File: src/rtl/stage_pipe_reg.sv
// Two-entry pipeline stage register: a main register drives the outputs and a skid
// register absorbs one extra entry, so in_ready depends only on registered state.
module stage_pipe_reg #(
  parameter int                 ADDR_W   = 32,
  parameter int                 INST_W   = 32,
  parameter logic [INST_W-1:0]  NOP_INST = 32'h0000_0000,
  parameter int                 CNT_W    = 16
) (
  input  logic              clk,
  input  logic              rst_n,
  input  logic              in_valid,
  output logic              in_ready,
  input  logic [INST_W-1:0] in_inst,
  input  logic [ADDR_W-1:0] in_pc,
  input  logic [ADDR_W-1:0] in_npc,
  input  logic              flush,
  output logic              out_valid,
  input  logic              out_ready,
  output logic [INST_W-1:0] out_inst,
  output logic [ADDR_W-1:0] out_pc,
  output logic [ADDR_W-1:0] out_npc,
  output logic [1:0]        occupancy,
  output logic [CNT_W-1:0]  stall_cnt
);

  typedef enum logic [1:0] {EMPTY = 2'd0, ONE = 2'd1, FULL = 2'd2} state_t;

  state_t            state, state_nxt;
  logic              in_fire, out_fire;
  logic              ld_main_in, ld_main_skid, ld_skid;
  logic [INST_W-1:0] m_inst, s_inst;
  logic [ADDR_W-1:0] m_pc, m_npc, s_pc, s_npc;

  assign in_ready  = (state != FULL);
  assign out_valid = (state == ONE) || (state == FULL);
  assign occupancy = (state == FULL) ? 2'd2 : ((state == ONE) ? 2'd1 : 2'd0);
  assign in_fire   = in_valid & in_ready;
  assign out_fire  = out_valid & out_ready;

  // An empty stage presents a bubble regardless of stale main-register contents.
  assign out_inst = out_valid ? m_inst : NOP_INST;
  assign out_pc   = out_valid ? m_pc   : '0;
  assign out_npc  = out_valid ? m_npc  : '0;

  always_ff @(posedge clk or negedge rst_n) begin
    if (!rst_n) state <= EMPTY;
    else        state <= state_nxt;
  end

  always_comb begin
    state_nxt    = state;
    ld_main_in   = 1'b0;
    ld_main_skid = 1'b0;
    ld_skid      = 1'b0;
    if (flush) begin
      state_nxt = EMPTY;
    end else begin
      case (state)
        EMPTY: if (in_fire) begin
          ld_main_in = 1'b1;
          state_nxt  = ONE;
        end
        ONE: begin
          if (in_fire && out_fire) begin
            ld_main_in = 1'b1;
          end else if (in_fire) begin
            ld_skid   = 1'b1;
            state_nxt = FULL;
          end else if (out_fire) begin
            state_nxt = EMPTY;
          end
        end
        FULL: if (out_fire) begin
          ld_main_skid = 1'b1;
          state_nxt    = ONE;
        end
        default: state_nxt = EMPTY;
      endcase
    end
  end

  always_ff @(posedge clk or negedge rst_n) begin
    if (!rst_n) begin
      m_inst <= NOP_INST;
      m_pc   <= '0;
      m_npc  <= '0;
      s_inst <= NOP_INST;
      s_pc   <= '0;
      s_npc  <= '0;
    end else begin
      if (ld_main_in) begin
        m_inst <= in_inst;
        m_pc   <= in_pc;
        m_npc  <= in_npc;
      end else if (ld_main_skid) begin
        m_inst <= s_inst;
        m_pc   <= s_pc;
        m_npc  <= s_npc;
      end
      if (ld_skid) begin
        s_inst <= in_inst;
        s_pc   <= in_pc;
        s_npc  <= in_npc;
      end
    end
  end

  // Back-pressure counter; a flushing cycle is not a stall.
  always_ff @(posedge clk or negedge rst_n) begin
    if (!rst_n)
      stall_cnt <= '0;
    else if (out_valid && !out_ready && !flush && (stall_cnt != {CNT_W{1'b1}}))
      stall_cnt <= stall_cnt + 1'b1;
  end

endmodule

File: config.mk
export PLATFORM = sky130hd
export DESIGN_NAME = stage_pipe_reg
export DESIGN_NICKNAME = d
export VERILOG_FILES = /design/src/rtl/stage_pipe_reg.sv
export SDC_FILE = /design/constraint.sdc
export NUM_CORES = 1
export LEC_CHECK = 0
export ABC_AREA = 1
export BUFFER_PORTS_ARGS = -buffer_cell sky130_fd_sc_hd__buf_2
export CORE_ASPECT_RATIO = 1.25
export CORE_UTILIZATION = 61
export CTS_BUF_LIST = sky130_fd_sc_hd__clkbuf_4 sky130_fd_sc_hd__clkbuf_8
export DETAILED_ROUTE_END_ITERATION = 8
export PLACE_DENSITY = 0.88
export SYNTH_ARGS = -nofsm -noshare
export SYNTH_HDL_FRONTEND = slang
export SYNTH_SLANG_ARGS = --single-unit
File: constraint.sdc
create_clock -name clk -period 5.34 [get_ports clk]
set_input_delay 1.335 -clock clk [delete_from_list [all_inputs] [get_ports clk]]
set_output_delay 1.335 -clock clk [all_outputs]
set_load 0.005 [all_outputs]
==> impl_metrics.yaml <==
global_routing:
  grt_max_degree: 196
  antenna_found_initial: 5
  grt_first_pass_wirelength_um: 47000
  grt_overflow: 0
  grtUsageTotal_pct: 32.4
  grt_pass1_vias: 9746
logic_synthesis:
  synth_fp_nets: 1459
  synth-seq-cells: 210
  syn_avg_cell_area_sq_um: 7.75
  ys_seq_area_share_pct: 50.2
  synthTopCellsByArea: "dfrtp_1 (50%), nand2_1 (16%), nand4_1 (12%)"
  syn-cell-area_sq_mm: 0.0105
  netlist_instances: 1351
  synth_area_leader_cell: "dfrtp_1"
  yosysWarnings: 0
  synthDistinctLibCells: 20
  netlist.area_leader.share_pct: 50.2
run:
  maxCapViolCount: 0
timing:
  min_period_ns: 4.00
  finalHoldViolCount: 0
  slew_viol_final: 0
  fin_worst_skew_ns: 0.0204
  rsz0062_at_grt: "no"
  fin_crit_sh_pct: 74.9
  totalNegativeSetupSlack_ns: 0
  maxSlewHeadroom_pct: 20.6
  timing.hold.ws_ns: 0.471
  worst_slew_pin_slew_ns: 1.19
  setup_viol: 0
  max_freq_mhz: 250
  timing.final.ws_setup_ns: 1.34
floorplanning:
  core_sq_mm: 0.0168
  num_rows: 53
  initial_core_util_pct: 62.4
  die_h_um: 148
  die_w_um: 119
  io_pins: 217
  die-area_sq_mm: 0.0177
cts:
  cts_resized: 0
  cts_tree: "built"
  ctsHoldBuffers: 0
  root_buffer: "clkbuf_8"
  cts.path.max_buffers: 3
  cts_htree_levels: 2
  cts_setup_buffers: 0
  clock_sinks: 210
  cts-buffers-inserted: 35
  clock_latency_ns: 0.50
  path_clk_slew_ns: 0.07
final_layout:
  utilization_pct: 73.1
  mostFrequentLayoutCell: "nand2_1"
  nets: 1606
  drive_above_1_share_pct: 19.3
  areaGrowthSynthToFinish_pct: 17.2
  final_cell_mix: "nand2_1 (458), buf_2 (215), dfrtp_1 (210)"
route:
  vias: 10300
  wl_per_cell_um: 16.4
  antenna_left: 0
  routed_wirelength_um: 28600
  drc: 0
  drtIter0Drc: 1135
  firstDrtPassIters: 5
  via_per_inst: 5.92
place:
  gp_congestion: 0.871
  dp_slack_ns: 1.74
  dp_hpwl_um: 15600
  portBuffers: 216
setup_path:
  crit_arrival_ns: 2.67
  critPathCaptureType: "output pin"
  startpoint_type: "flip-flop"
  cp_max_fo: 98
  crit_required_ns: 4.01
  path_class: "flip-flop to output pin"
pwr:
  power_density_mw_per_mm2: 507
  vdd_drop_max_v: 0.000327
  leakage_nw: 7.00
hold_path:
  min_path_type: "flip-flop to flip-flop"
run_status:
  status: "complete, no violations"
kinds of logic (layout without fill, tap and decap cells):
family	after synthesis	count (layout)	synth area share, %
AND/OR/NAND/NOR	888	888	39.4
XOR/XNOR	7	7	0.586
other	0	4	0
buffers and inverters	232	402	8.59
AO/OA/AOI/OAI	7	7	0.370
adder cells (fa/ha/maj)	7	7	0.836
flip-flops	210	210	50.2
metal layers:
metal,GRT usage [%],routed length [um]
met1,44.2,11600
met2,50.6,13400
met3,5.83,2540
met4,15.4,1090
met5,0,11
synth_stat cells (all sizes together):
master    n
o21ai     6
nor3      2
buf      37
nand4   201
ha        7
inv     117
clkbuf   78
nand2   461
nor2     21
a21oi     1
nor4      1
nand3   202
dfrtp   210
xnor2     7
metrics by stage:
stage,power [mW],std cells,area (sq um)
after floorplan,3.94,1351,10500
after global placement,4.60,1681,11500
after detailed placement,4.72,1681,11500
after CTS,6.22,1741,12300
after global routing,6.64,1744,12300
final,6.22,1745,12300
flip-flops by register name (all words and copies together), names as in the netlist:
signal     cells
stall_cnt     16
s_npc         32
s_pc          32
m_npc         32
state          2
m_inst        32
s_inst        32
m_pc          32
power breakdown:
group          internal [mW]  switching, mW  total [mW]
sequential              2.29          0.411        2.70
combinational          0.766           1.26        2.03
clock                  0.857          0.639        1.50
total                   3.91           2.31        6.22
critical path: stages, from the launching register on:
cell and delay (ns):
dfrtp_1 0.44, inv_1 0.14, ha_4 0.31, buf_4 0.84, nand2_1 0.17, inv_1 0.11, buf_2 0.11
area by class of cell:
class	count	area (sq um)
Antenna cell	4	10.0
Clock buffer	58	729
Clock inverter	2	10.0
Fill cell	1313	4510
Inverter	117	440
Multi-Input combinational cell	909	4340
Sequential cell	210	5260
Tap cell	220	275
Timing Repair Buffer	225	1210
final timing paths:
path                                start            end  slack (ns)  cells past startpoint
worst max-delay path             state[0]    out_npc[13]        1.34                      6
worst min-delay path            s_inst[1]      s_inst[1]        0.47                      2
worst max register to register   state[0]  stall_cnt[13]        2.03                      9
worst min register to register  s_inst[1]      s_inst[1]        0.47                      2
max in group asynchronous           rst_n      m_npc[21]        3.30                      2
min in group asynchronous           rst_n       m_pc[23]        0.88                      1
(Power assumes the default switching activity.)
